==> src/rtl/intc_pkg.sv <==
// Shared definitions for the vectored interrupt controller: FSM state codes,
// the replay NOP instruction and the vector-address helper.
package intc_pkg;

    typedef logic [1:0] state_t;

    localparam state_t ST_IDLE = 2'd0;
    localparam state_t ST_SVC  = 2'd1;
    localparam state_t ST_RET  = 2'd2;

    localparam logic [15:0] NOP_IR = 16'h0800;

    // Vector slot address; the caller truncates the result to its PC width.
    function automatic logic [31:0] vec_addr(input logic [31:0] base,
                                             input logic [4:0]  idx,
                                             input int          shift);
        return base + (32'(idx) << shift);
    endfunction

endpackage

==> src/rtl/intc_if.sv <==
// Fetch-side redirect bus between the interrupt controller (master) and the
// pipeline front end (slave).
interface intc_if #(
    parameter int PC_W = 16
);
    logic [PC_W-1:0] cur_pc;
    logic [PC_W-1:0] cur_ir;
    logic            accept;
    logic            eret_n;
    logic            redirect;
    logic [PC_W-1:0] redirect_pc;
    logic            ret_ir_vld;
    logic [PC_W-1:0] ret_ir;

    modport master (
        input  cur_pc, cur_ir, accept, eret_n,
        output redirect, redirect_pc, ret_ir_vld, ret_ir
    );

    modport slave (
        output cur_pc, cur_ir, accept, eret_n,
        input  redirect, redirect_pc, ret_ir_vld, ret_ir
    );
endinterface

==> src/rtl/intc_prio_enc.sv <==
// Combinational priority encoder: index of the lowest set request bit.
module intc_prio_enc #(
    parameter int NUM_SRC = 8,
    parameter int IDX_W   = (NUM_SRC > 1) ? $clog2(NUM_SRC) : 1
) (
    input  logic [NUM_SRC-1:0] req,
    output logic [IDX_W-1:0]   idx,
    output logic               valid
);
    always_comb begin
        idx   = '0;
        valid = |req;
        // Scan downward so the lowest set bit is the last one written.
        for (int i = NUM_SRC - 1; i >= 0; i--) begin
            if (req[i]) idx = IDX_W'(i);
        end
    end
endmodule

==> src/rtl/intc_vectored.sv <==
// Vectored interrupt controller: falling-edge pending latches, mask, global
// enable, lowest-index arbitration, PC/IR save and replay on eret.
// Optional macro INTC_SYNC_EN adds a 2-flop synchroniser on irq_n.
module intc_vectored
    import intc_pkg::*;
#(
    parameter int              NUM_SRC   = 8,
    parameter int              PC_W      = 16,
    parameter logic [PC_W-1:0] VEC_BASE  = 16'h0000,
    parameter int              VEC_SHIFT = 2
) (
    input  logic               clk,
    input  logic               rst,
    input  logic [NUM_SRC-1:0] irq_n,
    input  logic               ie_set,
    input  logic               ie_clr,
    input  logic               mask_we,
    input  logic [NUM_SRC-1:0] mask_wdata,
    intc_if.master             fbus,
    output logic               in_service,
    output logic [((NUM_SRC > 1) ? $clog2(NUM_SRC) : 1)-1:0] cause,
    output logic [NUM_SRC-1:0] pending
);
    localparam int IDX_W = (NUM_SRC > 1) ? $clog2(NUM_SRC) : 1;

    logic [NUM_SRC-1:0] irq_s, irq_hist_q, irq_hist_d, edge_det;
    logic [NUM_SRC-1:0] pending_q, pending_d, mask_q, mask_d, clr_vec;
    logic               ie_q, ie_d;
    state_t             state_q, state_d;
    logic               redirect_q, redirect_d, ret_ir_vld_q, ret_ir_vld_d;
    logic [PC_W-1:0]    redirect_pc_q, redirect_pc_d, ret_ir_q, ret_ir_d;
    logic [PC_W-1:0]    epc_q, epc_d, eir_q, eir_d;
    logic [IDX_W-1:0]   cause_q, cause_d, enc_idx;
    logic               enc_vld;

`ifdef INTC_SYNC_EN
    logic [NUM_SRC-1:0] sync1_q, sync1_d, sync2_q, sync2_d;
    assign sync1_d = irq_n;
    assign sync2_d = sync1_q;
    always_ff @(posedge clk or negedge rst) begin
        if (!rst) begin
            sync1_q <= '1;
            sync2_q <= '1;
        end else begin
            sync1_q <= sync1_d;
            sync2_q <= sync2_d;
        end
    end
    assign irq_s = sync2_q;
`else
    assign irq_s = irq_n;
`endif

    assign irq_hist_d = irq_s;
    assign edge_det   = irq_hist_q & ~irq_s;

    intc_prio_enc #(.NUM_SRC(NUM_SRC), .IDX_W(IDX_W)) u_prio_enc (
        .req   (pending_q & mask_q),
        .idx   (enc_idx),
        .valid (enc_vld)
    );

    always_comb begin
        state_d       = state_q;
        clr_vec       = '0;
        redirect_d    = 1'b0;
        redirect_pc_d = redirect_pc_q;
        ret_ir_vld_d  = 1'b0;
        ret_ir_d      = PC_W'(NOP_IR);
        cause_d       = cause_q;
        epc_d         = epc_q;
        eir_d         = eir_q;
        ie_d          = ie_clr ? 1'b0 : (ie_set ? 1'b1 : ie_q);
        mask_d        = mask_we ? mask_wdata : mask_q;
        case (state_q)
            ST_IDLE: begin
                if (ie_q && enc_vld && fbus.accept) begin
                    redirect_d    = 1'b1;
                    redirect_pc_d = PC_W'(vec_addr(32'(VEC_BASE), 5'(enc_idx), VEC_SHIFT));
                    epc_d         = fbus.cur_pc;
                    eir_d         = fbus.cur_ir;
                    cause_d       = enc_idx;
                    clr_vec       = NUM_SRC'(1) << enc_idx;
                    state_d       = ST_SVC;
                end
            end
            ST_SVC: begin
                if (!fbus.eret_n) begin
                    redirect_d    = 1'b1;
                    redirect_pc_d = epc_q;
                    ret_ir_vld_d  = 1'b1;
                    ret_ir_d      = eir_q;
                    state_d       = ST_RET;
                end
            end
            // One-cycle guard so a return is never immediately re-interrupted.
            ST_RET:  state_d = ST_IDLE;
            default: state_d = ST_IDLE;
        endcase
        // A fresh edge on the source being taken keeps it pending.
        pending_d = (pending_q & ~clr_vec) | edge_det;
    end

    always_ff @(posedge clk or negedge rst) begin
        if (!rst) begin
            state_q       <= ST_IDLE;
            irq_hist_q    <= '1;
            pending_q     <= '0;
            mask_q        <= '1;
            ie_q          <= 1'b0;
            redirect_q    <= 1'b0;
            redirect_pc_q <= '0;
            ret_ir_vld_q  <= 1'b0;
            ret_ir_q      <= PC_W'(NOP_IR);
            cause_q       <= '0;
        end else begin
            state_q       <= state_d;
            irq_hist_q    <= irq_hist_d;
            pending_q     <= pending_d;
            mask_q        <= mask_d;
            ie_q          <= ie_d;
            redirect_q    <= redirect_d;
            redirect_pc_q <= redirect_pc_d;
            ret_ir_vld_q  <= ret_ir_vld_d;
            ret_ir_q      <= ret_ir_d;
            cause_q       <= cause_d;
        end
    end

    // Saved context is only read in SVC, after a take has loaded it.
    always_ff @(posedge clk) begin
        epc_q <= epc_d;
        eir_q <= eir_d;
    end

    assign fbus.redirect    = redirect_q;
    assign fbus.redirect_pc = redirect_pc_q;
    assign fbus.ret_ir_vld  = ret_ir_vld_q;
    assign fbus.ret_ir      = ret_ir_q;
    assign in_service       = (state_q == ST_SVC);
    assign cause            = cause_q;
    assign pending          = pending_q;
endmodule

==> src/flat_wrapper.sv <==
// flat-port wrapper written by rule: the top's interface ports become plain ports
module intc_vectored_flat import intc_pkg::*;
#(
    parameter int              NUM_SRC   = 8,
    parameter int              PC_W      = 16,
    parameter logic [PC_W-1:0] VEC_BASE  = 16'h0000,
    parameter int              VEC_SHIFT = 2
)
  (clk, rst, irq_n, ie_set, ie_clr, mask_we, mask_wdata, in_service, cause, pending, fbus_cur_pc, fbus_cur_ir, fbus_accept, fbus_eret_n, fbus_redirect, fbus_redirect_pc, fbus_ret_ir_vld, fbus_ret_ir);
  intc_if #(.PC_W(PC_W)) fbus_i ();
  input  logic clk;
  input  logic rst;
  input  logic [NUM_SRC-1:0] irq_n;
  input  logic ie_set;
  input  logic ie_clr;
  input  logic mask_we;
  input  logic [NUM_SRC-1:0] mask_wdata;
  output logic in_service;
  output logic [((NUM_SRC > 1) ? $clog2(NUM_SRC) : 1)-1:0] cause;
  output logic [NUM_SRC-1:0] pending;
  input wire logic [$bits(fbus_i.cur_pc)-1:0] fbus_cur_pc;
  input wire logic [$bits(fbus_i.cur_ir)-1:0] fbus_cur_ir;
  input wire logic [$bits(fbus_i.accept)-1:0] fbus_accept;
  input wire logic [$bits(fbus_i.eret_n)-1:0] fbus_eret_n;
  output wire logic [$bits(fbus_i.redirect)-1:0] fbus_redirect;
  output wire logic [$bits(fbus_i.redirect_pc)-1:0] fbus_redirect_pc;
  output wire logic [$bits(fbus_i.ret_ir_vld)-1:0] fbus_ret_ir_vld;
  output wire logic [$bits(fbus_i.ret_ir)-1:0] fbus_ret_ir;
  assign fbus_i.cur_pc = fbus_cur_pc;
  assign fbus_i.cur_ir = fbus_cur_ir;
  assign fbus_i.accept = fbus_accept;
  assign fbus_i.eret_n = fbus_eret_n;
  assign fbus_redirect = fbus_i.redirect;
  assign fbus_redirect_pc = fbus_i.redirect_pc;
  assign fbus_ret_ir_vld = fbus_i.ret_ir_vld;
  assign fbus_ret_ir = fbus_i.ret_ir;
  intc_vectored #(.NUM_SRC(NUM_SRC), .PC_W(PC_W), .VEC_BASE(VEC_BASE), .VEC_SHIFT(VEC_SHIFT)) u_core (.clk(clk), .rst(rst), .irq_n(irq_n), .ie_set(ie_set), .ie_clr(ie_clr), .mask_we(mask_we), .mask_wdata(mask_wdata), .fbus(fbus_i), .in_service(in_service), .cause(cause), .pending(pending));
endmodule
==> config.mk <==
export PLATFORM = sky130hd
export DESIGN_NAME = intc_vectored_flat
export DESIGN_NICKNAME = d
export VERILOG_FILES = /design/src/rtl/intc_pkg.sv /design/src/rtl/intc_if.sv /design/src/rtl/intc_prio_enc.sv /design/src/rtl/intc_vectored.sv /design/src/flat_wrapper.sv
export SDC_FILE = /design/constraint.sdc
export NUM_CORES = 1
export LEC_CHECK = 0
export BUFFER_PORTS_ARGS = -buffer_cell sky130_fd_sc_hd__buf_2
export CORE_ASPECT_RATIO = 0.7
export CORE_UTILIZATION = 30
export CTS_BUF_LIST = sky130_fd_sc_hd__clkbuf_8
export DETAILED_ROUTE_END_ITERATION = 8
export PLACE_DENSITY_LB_ADDON = 0.12
export SLEW_MARGIN = 20
export SYNTH_ARGS = -nofsm -noshare
export SYNTH_HDL_FRONTEND = slang
export SYNTH_SLANG_ARGS = --single-unit
==> constraint.sdc <==
create_clock -name clk -period 2.1 [get_ports clk]
set_input_delay 0.105 -clock clk [delete_from_list [all_inputs] [get_ports clk]]
set_output_delay 0.105 -clock clk [all_outputs]
set_load 0.005 [all_outputs]
# Yosys cells after proc, flatten, opt, wreduce, memory -nomap -nowiden
# Index checks and enable logic that the tools add are counted.
# classes
bitwise,6
eq_ne,3
shift,1
mux,24
reduce_logical,9
# op_table
cell,n
$mux 16,4
$pmux 16 s2,1
$and 8x8->8,3
$mux 3,8
$mux 8,2
$not 8->8,2
$or 8x8->8,1
$reduce_or 8->1,1
$shl 1x3->8 const A,1
$mux 1,5
$mux 2,2
$pmux 2 s2,1
$reduce_and 2->1,2
$reduce_bool 2->1,2
$reduce_and 3->1,1
$eq 2x1->1 const B,1
$logic_and 1x1->1,2
$logic_not 2->1,1
$ne 2x1->1 const B,1
$ne 2x2->1 const B,1
$pmux 1 s2,1
# totals
output_inout_bits,46
inputBits,55
reg_bits,96
wordCells,55

# Logic depth before layout (Yosys ltp)
# Gate-level depths: netlist of run 1.
# logic_depth
ltp_word,15
mapped_depth,9
mapped_depth_nobuf,6

# Modules after synthesis
# A second synthesis of run 1 with hierarchy kept.
# unflattened
hier_cells,217
area_unflattened_um2,3472.1
# modules_own_cells
mod,area_per_inst_um2,instances,cells_each
intc_vectored,3390.8,1,204
intc_prio_enc,81.3,1,13

# Worst setup path after synthesis of run 1
# No wires, ideal clock.
# synth_path
path_kind,reg2reg
start,"register u_core.pending_q[3], in the netlist u_core.pending[3]"
end,"register u_core.redirect_pc_q[10], in the netlist u_core.fbus.redirect_pc[10]"
slack_ns,0.234
arrival_ns,1.750
synth_period_minus_slack_ns,1.866
stages_incl_launch_ff,9
setup_time_ns,0.116
path_buffers,2
path_cell_list,dfrtp_1 > a22o_1 > o41a_1 > buf_6 > nor2_8 > inv_4 > buf_8 > nand3_2 > nand2_1
# synth_via
elab_chain_len,6
# synth_lines
element,line_no,source
"start, declared",intc_vectored.sv:27,"logic [NUM_SRC-1:0] pending_q, pending_d, mask_q, mask_d, clr_vec;"
"start signal, assigned",intc_vectored.sv:119,pending_q <= pending_d;
$and 8x8->8,intc_vectored.sv:58,".req (pending_q & mask_q),"
$reduce_or 8->1,intc_prio_enc.sv:12,valid = |req;
$logic_and 1x1->1 (2 in series),intc_vectored.sv:77,if (ie_q && enc_vld && fbus.accept) begin
$ne 2x1->1 (no line),-,
$reduce_and 3->1 (no line),-,
"end signal, assigned",intc_vectored.sv:123,redirect_pc_q <= redirect_pc_d;
"end, declared",intc_vectored.sv:31,"logic [PC_W-1:0] redirect_pc_q, redirect_pc_d, ret_ir_q, ret_ir_d;"
# No other way between the ends.
# A chain may end at the register's enable or synchronous reset.

# Final worst setup path of run 1
# layout_path
start,"register u_core.pending_q[1], in the netlist u_core.pending[1]"
end,"register u_core.redirect_pc_q[3], in the netlist u_core.fbus.redirect_pc[3]"
# layout_via
elab_chain_len,6
word_cells_on_any_way,10
classes_between,eq/ne: 1; mux: 4; bitwise: 1; reduce/logical: 4
# layout_lines
element,line_no
$and 8x8->8 (*),intc_vectored.sv:58
$reduce_or 8->1,intc_prio_enc.sv:12
$logic_and 1x1->1 (2 in series),intc_vectored.sv:77
$ne 2x1->1 (no line),-
$reduce_and 3->1 (no line),-
# Mark *: on every way between the ends. The rest lies on a longest branch, timed or not. The select of a mux whose other input is x is not followed.

==> key figures, run 1 <==
Logic synthesis
  • Top cells by area, synth: dfrtp_1, edfxtp_1, dfstp_2
  • Post-synth EDFFs: 32
  • Synth Register Bits: 96
  • Syn Std Cell Area: between 3000 and 4000 um^2
  • Yosys top cell by area: dfrtp_1
  • Most common library cells after synthesis: dfrtp_1, nand2_1, edfxtp_1, dfstp_2
  • Sequential area share after synthesis: 0.7433
  • Ys Warns: 0
  • Yosys cell types: 35
  • Top_reg_cell synth: dfrtp_1
  • Share of the synthesized area in the top cell type: 0.3384
  • Mean area per synthesized cell: around 14 um^2
  • Fraction of registers with async set or reset after synthesis: 0.6667
  • Synth Instances: ~240
  • Syn nets: 297
  • Count leader, synth: dfrtp_1

Die
  • Cell Rows: 32
  • I/O pin cnt: 101
  • Die width: 130.7 um
  • Die Area: 12,030 um^2
  • Die height: 92.06 um
  • Initial Util: 0.3123
  • Placeable Area: 11,130 um^2

GRT
  • Total GRT Usage: 0.1340
  • Vias in the first global route: 2,385
  • Wire length of the first global-routing pass: 11,780 um
  • Largest net degree at the start of global routing: 48
  • GRT overflow: 0
  • Initial antenna violation count: 0

Power and ir drop
  • Sequential share of power: 0.572
  • Clk pwr share: 0.275
  • Worst vdd ir: 0.4176 mV
  • Sw Ratio: 0.2556
  • Pwr Density: between 700 and 800 nW/um^2
  • Overall Power: about 3.8 mW
  • Pint: 2.861 mW
  • Logic pwr share: 0.153
  • Psw: 0.9823 mW
  • Pleak: between 2 and 2.5 nW

Clock network
  • Clock tree from TritonCTS: yes
  • Num Clock Sinks: between 90 and 100
  • CTS clk-pin slew, worst paths: 0.09 ns
  • PostCTS Resize Cnt: 0
  • Htree depth: 3
  • Longest Clk Path Bufs: 2
  • Clk_lat worst skew: 0.36 ns
  • Post-CTS setup buffers: 0
  • Root buf cell: clkbuf_8
  • TritonCTS buffer count: 9

Routing
  • WL final: 7338 um
  • DR pass1 iterations: 4
  • DRC errors left: 0
  • Vias/cell: approximately 4.1
  • Average wire per standard cell: 13.08 um
  • Via count: about 2,300
  • Initial detailed-routing violation count: 61
  • Final ANT Viol Nets: 0

Critical path
  • Top Family by Delay on Critical Path: compound AO/OA/AOI/OAI gates
  • Slowest cell on the critical path: o41a_2
  • Reg2reg setup slack: around 0.22 ns
  • Worst Path Buf+Inv: 1
  • Startpoint class of the critical path: flip-flop
  • CP peak stage delay: 0.61 ns
  • Worst EP required: 2.35 ns
  • CP Capture Type: flip-flop
  • CP Class: flip-flop to flip-flop
  • Cell Chain, Critical Path: a22o_1 -> o41a_2 -> nor2_8 -> buf_4 -> o21ai_0
  • Worst EP arrival: 2.13 ns
  • Worst-path fanout max: 15

Layout
  • Fillcell total: 1,106
  • Layout cell share with drive strength beyond 1: 0.3971
  • Layout area overhead: 40.03%
  • Non-Filler Instances: about 560
  • Nets: about 460
  • Ant. Diodes: 0
  • Fin util: 0.4373

Flow run
  • Max-cap violations: 0

Timing
  • RSZ-0062 raised after global routing: false
  • Max Fclk: 0.5322 GHz
  • Hold Vio Cnt, Final: 0
  • Final setup viols: 0
  • Final TNS setup: 0 ns
  • Worst-margin pin slew: around 0.44 ns
  • Final WS setup: 0.2210 ns
  • Slew Limit Fails: 0
  • Period minus WS final: 1.879 ns
  • Layout Skew: between 0.008 and 0.009 ns
  • Period utilization: 0.8948
  • Slew HR: 0.7008

Placement
  • Placed Instances: ~490
  • Pre-CTS setup slack: 0.1996 ns
  • IO buf count: 100
  • Dpl hpwl: 5057 um
  • Final GP Congestion: 0.6650

Min path
  • Hold crit path type: primary input to flip-flop

Run status
  • Status: complete, no violations
[worst paths after layout]
check	start	to	depth (start not counted)
worst min-delay path	mask_we	u_core.mask_q[5]	2
worst min register to register	u_core.eir_q[1]	u_core.fbus.ret_ir[1]	1
worst max register to register	u_core.pending[1]	u_core.fbus.redirect_pc[3]	5
min in group asynchronous	rst	u_core.fbus.ret_ir[0]	2
max in group asynchronous	rst	u_core.mask_q[0]	3
worst max-delay path	u_core.pending[1]	u_core.fbus.redirect_pc[3]	5
[through the flow]
step | hold slack (ns) | cell area, um^2
finish | 0.1517 | 4867
global route | 0.1590 | 4867
CTS | 0.1313 | 4867
detailed placement | 0.07787 | 4180
global placement | 0.06482 | 4180
floorplan | -0.1906 | 3476
[power by group through the flow]
stage	clock [mW]	sequential (mW)	combinational (mW)
after CTS	1.12	2.20	0.602
after global placement	0	2.23	0.521
final	1.06	2.20	0.587
after global routing	1.20	2.22	0.658
after detailed placement	0	2.24	0.527
after floorplan	0	2.24	0.252
[area by class of cell]
type | instances | area [um^2] | area share
inverter | 11 | 43.79 | 0.008997
tap | 153 | 191.4 | 0.03933
sequential | 96 | 2584 | 0.5308
clock inverter | 6 | 28.78 | 0.005913
multi-input combinational | 126 | 795.8 | 0.1635
clock buffer | 10 | 137.6 | 0.02828
timing repair buffer | 159 | 1086 | 0.2231
[registers in the layout, summed over array words and instances, names as in the netlist]
signal	count
u_core.eir_q	16
u_core.epc_q	16
u_core.fbus.redirect_pc	16
u_core.fbus.ret_ir	16
u_core.irq_hist_q	8
u_core.mask_q	8
u_core.pending	8
u_core.cause	3
u_core.state_q	2
u_core.fbus.redirect	1
u_core.fbus.ret_ir_vld	1
u_core.ie_q	1
[what timing repair did]
action	CTS	global route
endpoints found under the setup margin	0	0
endpoints found under the hold margin	76	0
hold buffers	52	0
[layout by cell type, fill, tap and decap left out, types with 8 or more instances in the layout]
master / n
dlygate4sd3_1: 52
dfstp_2: 17
edfxtp_1: 32
and2_1: 15
buf_2: 100
nand3_1: 8
mux2_2: 9
nand2_1: 34
o21ai_0: 15
nand3_2: 9
inv_1: 12
clkbuf_8: 10
dfrtp_1: 47
[cell families (layout without fill, tap and decap cells)]
family          count (synthesis)  count (layout)  synth area share
buf+inv                        20             186           0.02952
mux                            10              10           0.03204
compound gates                 35              35           0.06623
simple gates                   81              81            0.1289
flops                          96              96            0.7433
[worst register-to-register path, delay by kind of cell (launching register included)]
family	cells	cell delay, ns
buf+inv	1	0.21
compound gates	3	1.02
flops	1	0.41
simple gates	1	0.13
[per-layer routing]
| layer | up-vias | global-route usage | share of wire |
|---|---|---|---|
| li1 | 1155 | - | - |
| met1 | 1079 | 0.1773 | 0.48 |
| met2 | 62 | 0.2011 | 0.45 |
| met3 | 9 | 0.04901 | 0.055 |
| met4 | 0 | 0.04598 | 0.015 |
| met5 | - | 0 | 0 |
Power figures use the tool's default switching activity.
==> inputs of run 2 (changes only) <==
--- a/config.mk
+++ b/config.mk
@@ -10,7 +10,7 @@
 export CORE_UTILIZATION = 30
 export CTS_BUF_LIST = sky130_fd_sc_hd__clkbuf_8
 export DETAILED_ROUTE_END_ITERATION = 8
-export PLACE_DENSITY_LB_ADDON = 0.12
+export PLACE_DENSITY = 0.61
 export SLEW_MARGIN = 20
 export SYNTH_ARGS = -nofsm -noshare
 export SYNTH_HDL_FRONTEND = slang
==> run 2 against run 1 <==
  * Total power is 0.20% higher
  * Sequential power hardly changed
  * Combinational power is 3% higher
  * Critical path type unchanged
  * Largest cell class unchanged
==> key figures, run 2 (synthesized netlist as in run 1, its figures left out) <==
Run status
  • Status: complete, no violations (unchanged)

GRT
  • Wire length of the first global-routing pass: 12,130 um (was 11,780 um)
  • GRT overflow: 0 (unchanged)
  • Largest net degree at the start of global routing: 26 (was 48)
  • Total GRT Usage: 0.1371 (was 0.1340)
  • Initial antenna violation count: 0 (unchanged)
  • Vias in the first global route: 2,438 (was 2,385)

Layout
  • Fillcell total: 1,067 (was 1,106)
  • Commonest cells after routing, fill and taps aside: buf_2, dlygate4sd3_1, dfrtp_1, nand2_1, edfxtp_1 (unchanged)
  • Commonest non-fill, non-tap cell in the layout: buf_2 (unchanged)
  • Ant. Diodes: 0 (unchanged)
  • Layout cell share with drive strength beyond 1: 0.4000 (was 0.3971)
  • Non-Filler Instances: 563 (was 561)
  • Finished Cell Area: 4876 um^2 (was 4867 um^2)
  • Nets: 460 (was 458)
  • Layout area overhead: 40.28% (was 40.03%)
  • Multi-input logic area: 804.5 um^2 (was 795.8 um^2)
  • Reg area: 2584 um^2 (unchanged)

Clock network
  • Clock tree from TritonCTS: yes (unchanged)
  • Root buf cell: clkbuf_8 (unchanged)
  • Longest Clk Path Bufs: 2 (unchanged)
  • Num Clock Sinks: 96 (unchanged)
  • TritonCTS buffer count: 9 (unchanged)
  • Clk_lat worst skew: 0.36 ns (about the same)
  • Htree depth: 3 (unchanged)
  • Post-CTS setup buffers: 0 (unchanged)
  • CTS clk-pin slew, worst paths: 0.10 ns (was 0.09 ns)

Critical path
  • Worst EP required: 2.36 ns (was 2.35 ns)
  • FF-to-FF End: u_core.fbus.redirect_pc[2] (was u_core.fbus.redirect_pc[3])
  • Worst Path Buf+Inv: 1 (unchanged)
  • Slowest cell on the critical path: o41a_4 (was o41a_2)
  • Startpoint class of the critical path: flip-flop (unchanged)
  • Top Family by Delay on Critical Path: compound AO/OA/AOI/OAI gates (unchanged)
  • FF-to-FF Start: u_core.pending[3] (was u_core.pending[1])
  • CP Capture Type: flip-flop (unchanged)
  • Reg2reg setup slack: 0.16 ns (was 0.22 ns)
  • CP Class: flip-flop to flip-flop (unchanged)
  • CP peak stage delay: 0.57 ns (was 0.61 ns)
  • Cell Chain, Critical Path: a22o_1 -> o41a_4 -> buf_4 -> a211oi_1 -> a21oi_1 (was a22o_1 -> o41a_2 -> nor2_8 -> buf_4 -> o21ai_0)
  • Critical path depth: 5 (unchanged)
  • Worst-path fanout max: 19 (was 15)
  • R2R depth: 5 (unchanged)
  • Worst EP arrival: 2.19 ns (was 2.13 ns)

Timing
  • Max Fclk: 0.5166 GHz (was 0.5322 GHz)
  • Slew HR: 0.7076 (was 0.7008)
  • Period utilization: 0.9218 (was 0.8948)
  • Worst-margin pin slew: 0.4385 ns (was 0.4427 ns)
  • Period minus WS final: 1.936 ns (was 1.879 ns)
  • Hold Vio Cnt, Final: 0 (unchanged)
  • Slew Limit Fails: 0 (unchanged)
  • Layout Skew: 0.01130 ns (was 0.008488 ns)
  • Final setup viols: 0 (unchanged)

Routing
  • Vias/cell: 4.242 (was 4.109)
  • Via count: 2,388 (was 2,305)
  • DRC errors left: 0 (unchanged)
  • Average wire per standard cell: 13.60 um (was 13.08 um)
  • Final ANT Viol Nets: 0 (unchanged)
  • Initial detailed-routing violation count: 130 (was 61)
  • DR pass1 iterations: 4 (unchanged)
  • WL final: 7654 um (was 7338 um)

Power and ir drop
  • Worst vdd ir: 0.4094 mV (was 0.4176 mV)
  • Pleak: 2.232 nW (was 2.235 nW)
  • Pwr Density: 789.8 nW/um^2 (was 789.6 nW/um^2)

Min path
  • WHS Endpoint: u_core.mask_q[3] (was u_core.mask_q[5])
  • Hold crit path type: primary input to flip-flop (unchanged)
  • Hold Startpoint: mask_we (unchanged)
  • WHS Path Cells: 2 (unchanged)

Placement
  • Dpl hpwl: 5158 um (was 5057 um)
  • Placement Cell Area: 4183 um^2 (was 4180 um^2)
  • IO buf count: 100 (unchanged)
  • Placed Instances: 495 (was 493)
  • Final GP Congestion: 0.7817 (was 0.6650)

Flow run
  • Max-cap violations: 0 (unchanged)

Die
  • I/O pin cnt: 101 (unchanged)
  • Cell Rows: 32 (unchanged)
  • Placeable Area: 11,130 um^2 (unchanged)
  • Die width: 130.7 um (unchanged)
  • Die height: 92.06 um (unchanged)
  • Initial Util: 0.3123 (unchanged)
  • Die Area: 12,030 um^2 (unchanged)
==> run 2: changes by cell type in the layout (fill, tap and decap cells not counted), sizes merged <==
cell      delta
clkinv       +1
inv          -1
clkbuf       -1
clkinvlp     +1
buf          +2
==> run 2: metrics by stage <==
stage / hold slack (ns) / setup slack [ns] / total power [mW] / utilization / setup TNS, ns
global placement: 0.06411 / 0.1766 / 2.753 / 0.3758 / 0
floorplan: -0.1906 / 0.2337 / 2.489 / - / 0
global route: 0.1622 / -0.002391 / 4.062 / 0.4381 / -0.002391
detailed placement: 0.07685 / 0.1567 / 2.769 / 0.3758 / 0
finish: 0.1678 / 0.1641 / 3.851 / 0.4381 / 0
CTS: 0.1501 / 0.1431 / 3.907 / 0.4373 / 0
==> run 2: power by group <==
group	switching (mW)	internal (mW)	leakage [nW]
Sequential	0.0805	2.12	1.07
Clock	0.629	0.418	0.0815
Combinational	0.307	0.297	1.08
==> run 2: area by class of cell <==
cell class | count | share of cell area
multi-input cells | 126 | 0.1650
flip-flops and latches | 96 | 0.5299
well taps | 153 | 0.03926
clock buffers | 9 | 0.02540
repair buffers | 161 | 0.2232
inverters | 11 | 0.008981
clock inverters | 7 | 0.008211
==> run 2: repair_timing <==
action | 4_1_cts | 5_1_grt
hold endpoints to repair | 74 | 0
hold buffers | 52 | 0
resized for setup | 0 | 1
setup endpoints to repair | 0 | 1
==> run 2: worst register-to-register path: stages, from the launching register on <==
cell and delay, ns:
dfrtp_1 0.41, a22o_1 0.32, o41a_4 0.57, buf_4 0.23, a211oi_1 0.23, a21oi_1 0.06
==> run 2: worst max path at each step <==
stage / startpoint / to / slack [ns]
after floorplan: u_core.pending[3] / u_core.fbus.redirect_pc[10] / 0.23
after global placement: u_core.pending[3] / u_core.fbus.redirect_pc[2] / 0.18
after detailed placement: u_core.pending[3] / u_core.fbus.redirect_pc[2] / 0.16
after CTS: u_core.pending[3] / u_core.fbus.redirect_pc[2] / 0.14
after global routing: u_core.pending[1] / u_core.fbus.redirect_pc[2] / -0.002
final: u_core.pending[3] / u_core.fbus.redirect_pc[2] / 0.16
==> run 2: per-layer routing <==
layer / vias up / track usage / wire (um)
met3: 12 / 0.04551 / 384
met5: - / 0 / 0
met2: 58 / 0.2249 / 3735
met1: 1160 / 0.1698 / 3446
met4: 0 / 0.04310 / 89
li1: 1158 / - / -
==> inputs of run 3 (changes only) <==
--- a/config.mk
+++ b/config.mk
@@ -11,6 +11,7 @@
 export CTS_BUF_LIST = sky130_fd_sc_hd__clkbuf_8
 export DETAILED_ROUTE_END_ITERATION = 8
 export PLACE_DENSITY = 0.61
+export RECOVER_POWER = 25
 export SLEW_MARGIN = 20
 export SYNTH_ARGS = -nofsm -noshare
 export SYNTH_HDL_FRONTEND = slang
==> run 3 against run 2 <==
  * Maximum frequency hardly changed
  * Cell area is 0.23% lower
  * First-iteration DRC count increased by 0.77%
  * Setup slack got worse by 0.00050 ns
  * Cell count unchanged
  * Core utilization is 0.10 points lower
  * Global-route usage unchanged
  * Worst hold slack is essentially flat
  * Critical path type unchanged
==> key figures, run 3 (synthesized netlist as in run 1, its figures left out) <==
Run status
  • Status: complete, no violations (unchanged)

Die
  • Die Area: 12,030 um^2 (unchanged)
  • Initial Util: 0.3123 (unchanged)
  • Die width: 130.7 um (unchanged)
  • Placeable Area: 11,130 um^2 (unchanged)
  • Die height: 92.06 um (unchanged)
  • Cell Rows: 32 (unchanged)
  • I/O pin cnt: 101 (unchanged)

Layout
  • Commonest cells after routing, fill and taps aside: buf_2, dlygate4sd3_1, dfrtp_1, nand2_1, edfxtp_1 (unchanged)
  • Nets: 460 (unchanged)
  • Commonest non-fill, non-tap cell in the layout: buf_2 (unchanged)
  • Layout cell share with drive strength beyond 1: 0.3756 (was 0.4000)
  • Fin util: 0.4371 (was 0.4381)
  • Layout area overhead: 39.96% (was 40.28%)
  • Non-Filler Instances: 563 (unchanged)
  • Fillcell total: 1,072 (was 1,067)
  • Finished Cell Area: 4865 um^2 (was 4876 um^2)
  • Ant. Diodes: 0 (unchanged)

Flow run
  • Max-cap violations: 0 (unchanged)

GRT
  • Initial antenna violation count: 0 (unchanged)
  • Largest net degree at the start of global routing: 26 (unchanged)
  • GRT overflow: 0 (unchanged)
  • Vias in the first global route: 2,438 (unchanged)
  • Wire length of the first global-routing pass: 12,130 um (unchanged)
  • Total GRT Usage: 0.1371 (unchanged)

Critical path
  • CP peak stage delay: 0.57 ns (about the same)
  • Worst EP arrival: 2.19 ns (about the same)
  • Worst EP required: 2.35 ns (was 2.36 ns)
  • Cell Chain, Critical Path: a22o_1 -> o41a_4 -> buf_4 -> a211oi_1 -> a21oi_1 (unchanged)
  • Startpoint class of the critical path: flip-flop (unchanged)
  • CP Capture Type: flip-flop (unchanged)
  • Slowest cell on the critical path: o41a_4 (unchanged)
  • R2R depth: 5 (unchanged)
  • Worst-path fanout max: 19 (unchanged)
  • Reg2reg setup slack: 0.16 ns (about the same)
  • CP Class: flip-flop to flip-flop (unchanged)

Timing
  • Final setup viols: 0 (unchanged)
  • Slew Limit Fails: 0 (unchanged)
  • Final TNS setup: 0 ns (unchanged)
  • Period utilization: 0.9221 (was 0.9218)
  • Period minus WS final: 1.936 ns (about the same)
  • Max Fclk: 0.5164 GHz (was 0.5166 GHz)
  • Layout Skew: 0.01111 ns (was 0.01130 ns)
  • Hold Vio Cnt, Final: 0 (unchanged)
  • Slew HR: 0.2970 (was 0.7076)
  • Worst-margin pin slew: 1.055 ns (was 0.4385 ns)

Clock network
  • Post-CTS setup buffers: 0 (unchanged)
  • Htree depth: 3 (unchanged)
  • Root buf cell: clkbuf_8 (unchanged)
  • Clk_lat worst skew: 0.36 ns (about the same)
  • CTS clk-pin slew, worst paths: 0.09 ns (was 0.10 ns)
  • TritonCTS buffer count: 9 (unchanged)
  • Clock tree from TritonCTS: yes (unchanged)
  • Longest Clk Path Bufs: 2 (unchanged)
  • Num Clock Sinks: 96 (unchanged)

Placement
  • Placement Cell Area: 4183 um^2 (unchanged)
  • Placed Instances: 495 (unchanged)
  • IO buf count: 100 (unchanged)
  • Final GP Congestion: 0.7817 (unchanged)
  • Dpl hpwl: 5158 um (unchanged)

Routing
  • WL final: 7639 um (was 7654 um)
  • DRC errors left: 0 (unchanged)
  • Via count: 2,390 (was 2,388)
  • Final ANT Viol Nets: 0 (unchanged)
  • Initial detailed-routing violation count: 131 (was 130)
  • DR pass1 iterations: 4 (unchanged)
  • Vias/cell: 4.245 (was 4.242)
  • Average wire per standard cell: 13.57 um (was 13.60 um)

Power and ir drop
  • Worst vdd ir: 0.4093 mV (was 0.4094 mV)
  • Pwr Density: 790.7 nW/um^2 (was 789.8 nW/um^2)
  • Pleak: 2.207 nW (was 2.232 nW)

Min path
  • WHS Path Cells: 2 (unchanged)
  • Hold crit path type: primary input to flip-flop (unchanged)
run 3: through the flow:
stage                     power (mW)  setup WS, ns  hold WS (ns)
after CTS                      3.907        0.1431        0.1501
final                          3.847        0.1636        0.1681
after global routing           4.059     -0.002386        0.1650
after global placement         2.753        0.1766       0.06411
after floorplan                2.489        0.2337       -0.1906
after detailed placement       2.769        0.1567       0.07685
run 3: worst paths after layout:
path | startpoint | end
max | u_core.pending[3] | u_core.fbus.redirect_pc[2]
min | mask_we | u_core.mask_q[3]
max reg2reg | u_core.pending[3] | u_core.fbus.redirect_pc[2]
min reg2reg | u_core.eir_q[11] | u_core.fbus.ret_ir[11]
max in group asynchronous | rst | u_core.irq_hist_q[4]
min in group asynchronous | rst | u_core.pending[0]
run 3: what timing repair did:
action | 4_1_cts | 5_1_grt
endpoints found under the setup margin | 0 | 1
hold buffers | 52 | 0
endpoints found under the hold margin | 74 | 0
gates resized for setup | 0 | 1
run 3: final cells by class:
cell class,count,area (um^2),area share
well taps,153,191.4,0.03935
flip-flops and latches,96,2584,0.5311
repair buffers,161,1077,0.2214
clock buffers,9,123.9,0.02546
clock inverters,7,40.04,0.008230
multi-input cells,126,804.5,0.1654
inverters,11,43.79,0.009002
run 3: critical path, delay by kind of cell (launching register included):
kind                   cells  cell delay (ns)
buffers and inverters      1             0.23
AOI/OAI and AO/OA          4             1.18
DFF                        1             0.41
run 3: per-layer routing:
metal | vias to the layer above | share of wire | wire length (um) | track usage
li1 | 1157 | - | - | -
met1 | 1161 | 0.45 | 3431 | 0.1698
met2 | 60 | 0.49 | 3732 | 0.2249
met3 | 12 | 0.050 | 385 | 0.04551
met4 | 0 | 0.012 | 89 | 0.04310
met5 | - | 0 | 0 | 0
run 3: power by group:
group          total (mW)  leakage (nW)  switching [mW]  internal, mW
sequential           2.20          1.07          0.0804          2.12
combinational       0.602          1.06           0.307         0.295
clock                1.05        0.0815           0.628         0.418
total                3.85          2.21            1.02          2.83
